[config.mk]
export PLATFORM = sky130hd
export DESIGN_NAME = mem_stage
export DESIGN_NICKNAME = d
export VERILOG_FILES = /design/src/rtl/mem_pkg.sv /design/src/rtl/load_store_align.sv /design/src/rtl/mem_stage.sv
export SDC_FILE = /design/constraint.sdc
export NUM_CORES = 1
export LEC_CHECK = 0
export CELL_PAD_IN_SITES_DETAIL_PLACEMENT = 1
export CELL_PAD_IN_SITES_GLOBAL_PLACEMENT = 2
export CORE_MARGIN = 2
export CORE_UTILIZATION = 17
export CTS_CLUSTER_SIZE = 24
export DETAILED_ROUTE_END_ITERATION = 10
export PLACE_DENSITY = 0.86
export SLEW_MARGIN = 20
export SYNTH_ARGS = -nofsm -noshare
export SYNTH_HDL_FRONTEND = slang
export SYNTH_SLANG_ARGS = --single-unit
export TNS_END_PERCENT = 50
[constraint.sdc]
create_clock -name clk -period 3.9 [get_ports clk]
set_input_delay 0.78 -clock clk [delete_from_list [all_inputs] [get_ports clk]]
set_output_delay 0.78 -clock clk [all_outputs]
set_load 0.005 [all_outputs]
[src/rtl/mem_pkg.sv]
// Shared definitions for the memory-access stage: access-size encoding and FSM states.
package mem_pkg;

    localparam logic [1:0] MEM_BYTE = 2'b00;
    localparam logic [1:0] MEM_HALF = 2'b01;
    localparam logic [1:0] MEM_WORD = 2'b10;
    localparam logic [1:0] MEM_NONE = 2'b11;

    typedef enum logic {
        IDLE   = 1'b0,
        ACCESS = 1'b1
    } state_t;

endpackage

[src/rtl/load_store_align.sv]
// Lane handling for data-memory accesses: misalignment detection, byte enables,
// store-data replication and load-data extraction with sign/zero extension.
module load_store_align
    import mem_pkg::*;
(
    input  logic [1:0]  addr_lo,
    input  logic [1:0]  size,
    input  logic [31:0] st_data,
    input  logic [31:0] rdata,
    input  logic        ld_uns,
    output logic        misalign,
    output logic [3:0]  be,
    output logic [31:0] wdata,
    output logic [31:0] ld_data
);

    logic [7:0]  byte_sel;
    logic [15:0] half_sel;

    // Pick the addressed byte and half-word out of the read word.
    always_comb begin
        byte_sel = rdata[{addr_lo, 3'b000} +: 8];
        half_sel = addr_lo[1] ? rdata[31:16] : rdata[15:0];
    end

    // Decode size and offset into lanes, enables and the extended load value.
    always_comb begin
        misalign = 1'b0;
        be       = 4'b0000;
        wdata    = st_data;
        ld_data  = rdata;
        case (size)
            MEM_BYTE: begin
                be      = 4'b0001 << addr_lo;
                wdata   = {4{st_data[7:0]}};
                ld_data = {{24{~ld_uns & byte_sel[7]}}, byte_sel};
            end
            MEM_HALF: begin
                misalign = addr_lo[0];
                be       = addr_lo[1] ? 4'b1100 : 4'b0011;
                wdata    = {2{st_data[15:0]}};
                ld_data  = {{16{~ld_uns & half_sel[15]}}, half_sel};
            end
            MEM_WORD: begin
                misalign = (addr_lo != 2'b00);
                be       = 4'b1111;
            end
            default: begin
                be = 4'b0000;
            end
        endcase
    end

endmodule

[src/rtl/mem_stage.sv]
// Memory-access pipeline stage: drives the req/ack data bus, stalls upstream while
// an access is outstanding, and holds the MEM/WB register.
//
//  state  | meaning
//  -------+-------------------------------------------------------------
//  IDLE   | no access outstanding; a new aligned op may request the bus
//  ACCESS | request held, waiting for ack or for the timeout to expire
module mem_stage
    import mem_pkg::*;
#(
    parameter int TIMEOUT = 16
)
(
    input  logic        clk,
    input  logic        rst,
    input  logic [31:0] i_aluo,
    input  logic [31:0] i_rv2,
    input  logic [31:0] i_pc_plus_4,
    input  logic [4:0]  i_rd,
    input  logic [1:0]  i_mem_r,
    input  logic [1:0]  i_mem_w,
    input  logic        i_mem_t_reg,
    input  logic        i_rd_in,
    input  logic        i_ld_uns,
    input  logic        i_reg_w,
    input  logic        i_flush,
    output logic        o_dm_req,
    output logic        o_dm_we,
    output logic [31:0] o_dm_addr,
    output logic [31:0] o_dm_wdata,
    output logic [3:0]  o_dm_be,
    input  logic        i_dm_ack,
    input  logic [31:0] i_dm_rdata,
    output logic        o_stall,
    output logic [31:0] o_wb_data,
    output logic [4:0]  o_wb_rd,
    output logic        o_wb_reg_w,
    output logic        o_misalign,
    output logic        o_bus_err
);

    localparam int CW = (TIMEOUT > 2) ? $clog2(TIMEOUT) : 1;
    localparam logic [CW-1:0] CNT_LAST = (TIMEOUT > 0) ? CW'(TIMEOUT - 1) : '0;

    state_t        state, state_nxt;
    logic [CW-1:0] cnt, cnt_nxt;

    logic        is_store;
    logic        memop;
    logic [1:0]  size;
    logic        misalign;
    logic [3:0]  be;
    logic [31:0] wdata;
    logic [31:0] ld_data;
    logic [31:0] wb_sel;
    logic        timeout_hit;
    logic        abort;

    logic [31:0] wb_data_nxt;
    logic [4:0]  wb_rd_nxt;
    logic        wb_reg_w_nxt;
    logic        misalign_nxt;
    logic        bus_err_nxt;

    load_store_align u_align (
        .addr_lo  (i_aluo[1:0]),
        .size     (size),
        .st_data  (i_rv2),
        .rdata    (i_dm_rdata),
        .ld_uns   (i_ld_uns),
        .misalign (misalign),
        .be       (be),
        .wdata    (wdata),
        .ld_data  (ld_data)
    );

    // Classify the op in MEM and drive the bus straight from the stage inputs.
    // A store overrides a simultaneous load, so its size governs the lanes.
    always_comb begin
        is_store   = (i_mem_w != MEM_NONE);
        memop      = is_store | (i_mem_r != MEM_NONE);
        size       = is_store ? i_mem_w : i_mem_r;
        o_dm_req   = ((state == IDLE) & memop & ~misalign & ~i_flush) | (state == ACCESS);
        o_stall    = o_dm_req & ~i_dm_ack;
        o_dm_we    = o_dm_req & is_store;
        o_dm_addr  = {i_aluo[31:2], 2'b00};
        o_dm_wdata = wdata;
        o_dm_be    = be;
        wb_sel     = i_rd_in ? i_pc_plus_4 : (i_mem_t_reg ? ld_data : i_aluo);
        // cnt sits at 0 in IDLE, so the first request cycle counts as wait cycle 0
        // and the request stays up for exactly TIMEOUT cycles before aborting.
        timeout_hit = (TIMEOUT != 0) && (cnt == CNT_LAST);
        abort       = o_dm_req & ~i_dm_ack & timeout_hit;
    end

    // Next-state, wait counter and MEM/WB capture; default is a bubble into WB.
    always_comb begin
        state_nxt    = state;
        cnt_nxt      = '0;
        wb_data_nxt  = '0;
        wb_rd_nxt    = '0;
        wb_reg_w_nxt = 1'b0;
        misalign_nxt = 1'b0;
        bus_err_nxt  = 1'b0;
        case (state)
            IDLE: begin
                if (i_flush) begin
                    state_nxt = IDLE;
                end else if (!memop) begin
                    wb_data_nxt  = wb_sel;
                    wb_rd_nxt    = i_rd;
                    wb_reg_w_nxt = i_reg_w;
                end else if (misalign) begin
                    wb_rd_nxt    = i_rd;
                    misalign_nxt = 1'b1;
                end else if (i_dm_ack) begin
                    wb_data_nxt  = wb_sel;
                    wb_rd_nxt    = i_rd;
                    wb_reg_w_nxt = i_reg_w & ~is_store;
                end else if (abort) begin
                    wb_rd_nxt   = i_rd;
                    bus_err_nxt = 1'b1;
                end else begin
                    state_nxt = ACCESS;
                    cnt_nxt   = CW'(1);
                end
            end
            ACCESS: begin
                if (i_dm_ack) begin
                    state_nxt    = IDLE;
                    wb_data_nxt  = wb_sel;
                    wb_rd_nxt    = i_rd;
                    wb_reg_w_nxt = i_reg_w & ~is_store;
                end else if (abort) begin
                    state_nxt   = IDLE;
                    wb_rd_nxt   = i_rd;
                    bus_err_nxt = 1'b1;
                end else begin
                    cnt_nxt = cnt + CW'(1);
                end
            end
            default: begin
                state_nxt = IDLE;
            end
        endcase
    end

    // State, counter and MEM/WB register.
    always_ff @(posedge clk) begin
        if (rst) begin
            state      <= IDLE;
            cnt        <= '0;
            o_wb_data  <= '0;
            o_wb_rd    <= '0;
            o_wb_reg_w <= 1'b0;
            o_misalign <= 1'b0;
            o_bus_err  <= 1'b0;
        end else begin
            state      <= state_nxt;
            cnt        <= cnt_nxt;
            o_wb_data  <= wb_data_nxt;
            o_wb_rd    <= wb_rd_nxt;
            o_wb_reg_w <= wb_reg_w_nxt;
            o_misalign <= misalign_nxt;
            o_bus_err  <= bus_err_nxt;
        end
    end

endmodule

* Word level (Yosys, flattened, before mapping)
Cells that the tools add are included.
** Word-level totals
- Register bits :: 45
- Input bits :: 145
- Output and inout bits :: 111
- Word-level logic and storage cells :: 82
** Cells by class
- Add/subtract/negate cells :: 1
- Equal/unequal tests :: 5
- Shifts and indexed selects :: 2
- Multiplexer cells :: 46
- Bitwise operators :: 18
- Reductions and logical operators :: 3
** Operators with widths (count)
- 32-bit two-way mux :: 6
- 32-bit case mux with 2 select lines :: 3
- 32-bit by 6-bit indexed part select with 8-bit output :: 1
- 5-bit two-way mux :: 5
- 1-bit two-way mux :: 20
- 16-bit two-way mux :: 1
- 4-bit two-way mux :: 3
- 4-bit case mux with 3 select lines :: 1
- 5-bit case mux with 2 select lines :: 1
- 1-bit bitwise AND :: 9
- 1-bit case mux with 2 select lines :: 4
- 4-bit case mux with 2 select lines :: 1
- 1-bit inverter :: 7
- 4-bit by 1-bit adder with 4-bit output (second input constant) :: 1
- 4-bit == test (second input constant) :: 1
- 2-bit != test (second input constant) :: 2
- 4-bit OR reduction :: 1
- 1-bit by 2-bit left shift with 4-bit output (first input constant) :: 1
- 2-bit by 1-bit == test with 1-bit output (second input constant) :: 1
- 2-bit == test (second input constant) :: 1
- 2-bit zero test :: 1
- 2-bit two-way mux :: 1
- 1-bit bitwise OR :: 2
- 2-bit nonzero test :: 1

* Logic depth before layout (Yosys ltp)
Gate-level depths: netlist (run 1).
- Word-level depth :: 16
- Depth in mapped cells :: 12
- Mapped depth without buffers :: 9

* By module
From an unflattened synthesis (run 1), not the netlist that was laid out.
** Second synthesis, totals
- Cells, all modules :: 415
- Area, all modules :: 3744.8 µm²
** By module, submodules not included
- mem_stage :: times used 1, cells each 237, area each 2570.0 µm², seq. area each 900.9 µm²
- load_store_align :: times used 1, cells each 178, area each 1174.9 µm², seq. area each 0.0 µm²

* Worst setup path after synthesis (run 1)
No wires, ideal clock.
- Path type :: input-to-output
- From :: input port i_mem_r[1]
- To :: output port o_dm_be[0]
- Arrival time :: 2.791 ns
- Required time :: 3.120 ns
- Slack :: 0.329 ns
- Stages on the path :: 11
- Buffers on the path :: 4
- Path through :: nand2b_1 > and2_1 > inv_1 > buf_2 > buf_1 > ha_1 > clkbuf_1 > clkbuf_1 > a21o_1 > a21oi_1 > nor2_1
** Between the ends
- Cells in the longest elaborated chain, start to end :: 3
- Elaborated cells on any way between the ends :: 5
- Those cells by class :: eq/ne (2); mux (2); reduce/logical (1)
** RTL lines
- start: declaration :: line mem_stage.sv:20 : input logic [1:0] i_mem_r,
- 2-bit two-way mux (*) :: line mem_stage.sv:82 : size = is_store ? i_mem_w : i_mem_r;
- 2-bit == test, or another cell as far along :: line load_store_align.sv:32 : case (size)
- 4-bit case mux with 3 select lines (*) :: line load_store_align.sv:32
- end: declaration :: line mem_stage.sv:31 : output logic [3:0] o_dm_be,
Every way passes the cells marked *; elsewhere a longest branch is shown, timed or not.

* Final worst setup path (run 1)
- From :: input port i_mem_r[1]
- To :: output port o_dm_be[3]
Same word-level chain as after synthesis.

==> metrics.cfg, run 1 <==
[cts]
cts_root_buffer = clkbuf_16
clock_tree.buffer_depth = 2
number_of_hold_repair_buffers_added_at_the_cts_stage = 0
cts_buffers = 5
clock_pin_slew_of_the_registers_on_the_worst_case_setup_and_hold_paths_ns = 0.07
cts.sinks = 45
cts_tree = yes
insertion_delay_ns = 0.30
h_tree_level_count = 2

[layout]
drive_gt1_share_pct = 8.27
fin_cells = 962
most-common-layout-cells = clkdlybuf4s50_1, nand2_1, nor2_1, dfxtp_1, buf_4
area.growth.synth_to_final_pct = 84.6
leading_cell_type_in_the_layout_fill_and_taps_excluded = clkdlybuf4s50_1
nNetsFinal = 838
final_design_area_no_fill_um2 = 6380

[grt]
grt_pass1_vias = 4527
maximum_number_of_pins_on_one_net_before_global_route_repair = 37
globalRoute.totalOverflow = 0
grt_first_pass_wirelength_um = 26100
grt_antenna_before_repair = 3
grt_util_all_layers_pct = 15.5

[critical_path]
timing.critical_path.slowest_stage_cell = clkdlybuf4s50_1
reg2reg_setup_slack_ns = 2.06
crit_arrival_ns = 3.02
worst_path_most_repeated_cell = clkdlybuf4s50_1
cell_by_cell_listing_of_the_critical_path = clkdlybuf4s50_1 -> nand2b_4 -> and2_4 -> inv_1 -> ha_2 -> buf_4 -> buf_6 -> a21oi_1 -> nor2_1 -> o21ba_2 -> clkdlybuf4s50_1
timing.critical_path.fanout_max = 13
critPathCaptureType = primary output
timing.critical_path.from_type = input pin
worst_ep_required_time_ns = 3.12
slowest_delay_ns = 0.48
timing.setup.critical_path_class = input pin to primary output

[sta]
max_slew_margin_pct = 40.6
fin_crit_sh_pct = 97.4
setup_tns_ns = 0
achievable-frequency_ghz = 0.263
final-max-slew-violation-count = 0
final-hold-violation-count = 0
worst_hold_slack_ns = 0.528
period_minus_slack_ns = 3.80
setup_viol_count_final = 0
final.setup_skew_ns = 0.00804
worst_tran_pin_value_ns = 0.889

[logic_synthesis]
synth.ff_latch_count = 45
dominantRegCellSynth = dfxtp_1
synth_cell_types = 51
main_area_contributors_after_synthesis = dfxtp_1, buf_4, nand2_1, nor2_1, a211oi_1
post_synth_inst_count = 471
postSynth.asyncResetShare_pct = 0
synth_top_area_share_pct = 26.0
synth.cell_area_um2 = 3460
synth.largest_area_cell = dfxtp_1
sequential_to_total_area_share_from_yosys_stat_pct = 26.0
count_of_flip_flops_with_a_built_in_enable_after_synthesis = 0
avgSynthCellArea_um2 = 7.34
yosysWarningCount = 0

[floorplanning]
die_area_um2 = 21500
rows = 52
core_um2 = 20100
io_pins = 256
die_w_um = 147
floorplan.initialDensity_pct = 17.2
die-height_um = 147

[detailed_routing]
drt.antenna.violating_nets = 0
avgViaCountPerCell = 4.47
vias = 4304
per_cell_routed_wire_length_um = 18.0
post-route-drc-count = 0
drt_first_pass_iters = 6
drt_iter0_drc = 177
drt_wl_total_um = 17300

[place]
port_buffers = 253
dpl_cell_area_um2 = 6110
place.detailed.instances = 948
place_hpwl_um = 13800
final_gp_congestion = 0.783

[power_and_ir_drop]
max-vdd-ir-drop_v = 0.000140
seq_power_share_pct = 29.6
net-switching-power_mw = 0.489
leakage_nw = 2.45
power.share.clock_pct = 32.0
power.internal_mw = 1.15
switching_share_pct = 29.8
combinationalPowerShare_pct = 38.3
power_density_nw_per_um2 = 257

[hold_path]
min_path_type = flop to flop

[run_status]
status = finished, final reports clean

[run]
max_cap_viol_count = 0

[power by group through the flow]
stage / Sequential, mW / Clock (mW) / Combinational (mW)
3_3_place_gp: 0.497 / 0 / 0.616
5_1_grt: 0.489 / 0.558 / 0.681
2_1_floorplan: 0.498 / 0 / 0.242
3_5_place_dp: 0.497 / 0 / 0.621
6_report: 0.486 / 0.526 / 0.630
4_1_cts: 0.487 / 0.545 / 0.628
[through the flow]
| stage | power (mW) | worst slack, ns | utilization [%] |
|---|---|---|---|
| 3_3_place_gp | 1.11 | -0.0230 | 30.4 |
| 5_1_grt | 1.73 | -0.00155 | 31.7 |
| 6_report | 1.64 | 0.101 | 31.7 |
| 2_1_floorplan | 0.740 | 0.329 | - |
| 4_1_cts | 1.66 | 0.0201 | 31.4 |
| 3_5_place_dp | 1.12 | -0.144 | 30.4 |
[critical path, delay by kind of cell]
| family | cells | cell delay, ns |
|---|---|---|
| AND/OR/NAND/NOR | 3 | 0.35 |
| adder cells (fa/ha/maj) | 1 | 0.18 |
| buffers and inverters | 5 | 1.35 |
| AO/OA/AOI/OAI | 2 | 0.35 |
[sequential cells by signal (all words and copies together), names as in the netlist]
| register | cells |
|---|---|
| cnt | 4 |
| o_wb_rd | 5 |
| o_wb_reg_w | 1 |
| o_bus_err | 1 |
| state | 1 |
| o_misalign | 1 |
| o_wb_data | 32 |
[metal layers]
metal  up-vias  track usage [%]  wire length (µm)
li1       2095                -                 -
met1      2029             19.9              7610
met2       154             26.0              8260
met3        26             3.16              1020
met4         0             5.39               439
met5         -                0                 0
[cell usage after synthesis, drive strengths merged (2+ instances only)]
cell type and number:
a22o 9, nand2 65, and2 3, a211oi 23, nor2b 15, a21o 2
a222oi 7, nor3b 5, and3 2, a32oi 6, a31oi 5, nand3 11
a221oi 10, o2bb2ai 2, buf 59, nand2b 5, clkbuf 18, ha 5
o32ai 13, nor4 2, a2111oi 3, o211ai 2, or4 3, o21ai 15
a2bb2oi 4, o31ai 2, inv 22, a21oi 20, a211o 2, dfxtp 45
mux2i 6, or3 13, o22ai 6, nor2 48
[what timing repair did]
action,4_1_cts,5_1_grt
setup buffers,1,2
endpoints found under the hold margin,0,0
pin swaps,0,2
endpoints found under the setup margin,7,22
gates resized for setup,8,10
cloned,0,0
[final cells by class]
| cell class | instances | area, µm² |
|---|---|---|
| timing repair buffer | 286 | 2810 |
| inverter | 22 | 82.6 |
| fill | 2361 | 13700 |
| multi-input combinational | 328 | 2070 |
| clock inverter | 3 | 50.0 |
| clock buffer | 5 | 125 |
| sequential | 45 | 901 |
| antenna | 3 | 7.51 |
| tap | 270 | 338 |
[kinds of logic (layout without fill, tap and decap cells)]
| logic type | after synthesis | after routing | share of synthesized area [%] |
|---|---|---|---|
| fa+ha+maj | 5 | 5 | 1.81 |
| flops | 45 | 45 | 26.0 |
| simple gates | 176 | 176 | 23.6 |
| buf+inv | 99 | 316 | 15.9 |
| mux | 8 | 8 | 2.71 |
| xor+xnor | 2 | 2 | 0.507 |
| other cells | 1 | 5 | 0.108 |
| compound gates | 135 | 135 | 29.3 |
[path summary, 6_finish.rpt]
check,startpoint,cells past startpoint,end
max,i_mem_r[1],11,o_dm_be[3]
min,cnt[3],2,cnt[3]
max reg2reg,state,5,o_wb_data[24]
min reg2reg,cnt[3],2,cnt[3]
Note: power is estimated with default switching activity, not from simulation.
==> run 2, diff against run 1 <==
--- a/config.mk
+++ b/config.mk
@@ -7,9 +7,10 @@
 export LEC_CHECK = 0
 export CELL_PAD_IN_SITES_DETAIL_PLACEMENT = 1
 export CELL_PAD_IN_SITES_GLOBAL_PLACEMENT = 2
+export CORE_ASPECT_RATIO = 0.8
 export CORE_MARGIN = 2
 export CORE_UTILIZATION = 17
-export CTS_CLUSTER_SIZE = 24
+export CTS_CLUSTER_SIZE = 16
 export DETAILED_ROUTE_END_ITERATION = 10
 export PLACE_DENSITY = 0.86
 export SLEW_MARGIN = 20
==> run 2 against run 1 <==
Non-clock buffer count decreased by 3. Count of clock-buffer cells in the layout increased by 1. Sequential power about the same. Sequential share of layout area increased by 0.16 points. Critical path depth decreased by 1. Die area about the same. Clock power decreased by 2%. Highest routed layer unchanged.
==> metrics.cfg, run 2 (synthesized netlist as in run 1, its figures left out) <==
[run_status]
status = finished, final reports clean

[sta]
max_slew_margin_pct = 39.8
period_minus_slack_ns = 3.79
fin_crit_sh_pct = 97.2
achievable-frequency_ghz = 0.264
worst_tran_pin_value_ns = 0.900
grt_setup_unrepaired = false
setup_viol_count_final = 0
final-hold-violation-count = 0
final-max-slew-violation-count = 0
setup_tns_ns = 0
final.setup_skew_ns = 0.00825
worst_hold_slack_ns = 0.515

[detailed_routing]
avgViaCountPerCell = 4.56
per_cell_routed_wire_length_um = 19.1
post-route-drc-count = 0
drt_first_pass_iters = 6
drt_wl_total_um = 18100
drt_iter0_drc = 273
vias = 4339
drt.antenna.violating_nets = 0

[layout]
top_regs = o_wb_data (32), o_wb_rd (5), cnt (4)
nNetsFinal = 835
regMostFlops = o_wb_data
drive_gt1_share_pct = 7.58
area.growth.synth_to_final_pct = 82.5
leading_cell_type_in_the_layout_fill_and_taps_excluded = clkdlybuf4s50_1
final_design_area_no_fill_um2 = 6310
most-common-layout-cells = clkdlybuf4s50_1, nand2_1, nor2_1, dfxtp_1, buf_4
largest_reg_flops = 32
final_util_pct = 31.7

[critical_path]
cell_by_cell_listing_of_the_critical_path = clkdlybuf4s50_1 -> nand2b_4 -> and2_4 -> inv_1 -> ha_1 -> buf_6 -> nand2b_1 -> buf_4 -> a22o_1 -> clkdlybuf4s50_1
timing.critical_path.from_type = input pin
timing.setup.critical_path_class = input pin to primary output
timing.critical_path.slowest_stage_cell = clkdlybuf4s50_1
worst_path_most_repeated_cell = clkdlybuf4s50_1
critPathCaptureType = primary output
worst_ep_required_time_ns = 3.12
crit_arrival_ns = 3.01
timing.critical_path.fanout_max = 23
slowest_delay_ns = 0.48

[grt]
globalRoute.totalOverflow = 0
grt_pass1_vias = 4492
grt_util_all_layers_pct = 16.4
maximum_number_of_pins_on_one_net_before_global_route_repair = 32
grt_first_pass_wirelength_um = 27400
grt_antenna_before_repair = 2

[power_and_ir_drop]
leakage_nw = 2.42
max-vdd-ir-drop_v = 0.000121
power_density_nw_per_um2 = 258

[floorplanning]
die_w_um = 163
die_area_um2 = 21500
floorplan.initialDensity_pct = 17.4
core_um2 = 19900
die-height_um = 132
rows = 46
io_pins = 256

[place]
final_gp_congestion = 0.800
dpl_cell_area_um2 = 6100
port_buffers = 253
place_hpwl_um = 14300

[cts]
cts_tree = yes
cts_buffers = 5
clock_pin_slew_of_the_registers_on_the_worst_case_setup_and_hold_paths_ns = 0.07
h_tree_level_count = 2
cts_root_buffer = clkbuf_16
clock_tree.buffer_depth = 2
insertion_delay_ns = 0.29
cts.sinks = 45

[hold_path]
min_path_type = flop to flop

[run]
max_cap_viol_count = 0

==> run 2: final timing paths <==
kind	slack, ns	endpoint	start	cells after the start
worst min-delay path	0.51	cnt[3]	cnt[3]	2
worst max register to register	2.05	o_wb_data[29]	state	5
worst min register to register	0.51	cnt[3]	cnt[3]	2
worst max-delay path	0.11	o_dm_wdata[10]	i_mem_r[1]	10
==> run 2: cell type report <==
type,count,area (µm²)
multi-input cells,328,2050
diodes,1,2.50
flip-flops and latches,45,901
clock inverters,2,37.5
fillers,2415,13600
repair buffers,283,2770
inverters,22,82.6
well taps,264,330
clock buffers,6,139
==> run 2: metrics by stage <==
stage               setup WS, ns  power [mW]  std cells
global route              0.0119        1.73        951
floorplan                  0.329       0.740        472
detailed placement        -0.236        1.12        941
CTS                       0.0314        1.66        950
finish                     0.110        1.63        951
global placement          -0.168        1.12        941
==> run 2: critical path: cells and delay by family <==
family | cells | cell delay, ns
fa+ha+maj | 1 | 0.22
compound gates | 1 | 0.18
simple gates | 3 | 0.46
buf+inv | 5 | 1.36
==> run 2: what timing repair did <==
item	CTS	global route
pin swaps	1	0
hold buffers	0	0
gates resized for setup	11	4
setup buffers	1	0
endpoints found under the setup margin	28	14
==> run 2: per-layer routing <==
metal	GRT usage, %	part of all wire [%]	up-vias
met5	0	0	-
li1	-	-	2091
met3	4.45	7.2	6
met4	1.95	0.45	0
met1	22.3	47	2079
met2	26.7	46	163
==> run 2: report_power, final <==
group | leakage (nW) | switching (mW) | internal, mW | total [mW]
logic | 1.97 | 0.270 | 0.358 | 0.627
registers | 0.366 | 0.00662 | 0.480 | 0.486
clock network | 0.0831 | 0.196 | 0.320 | 0.516
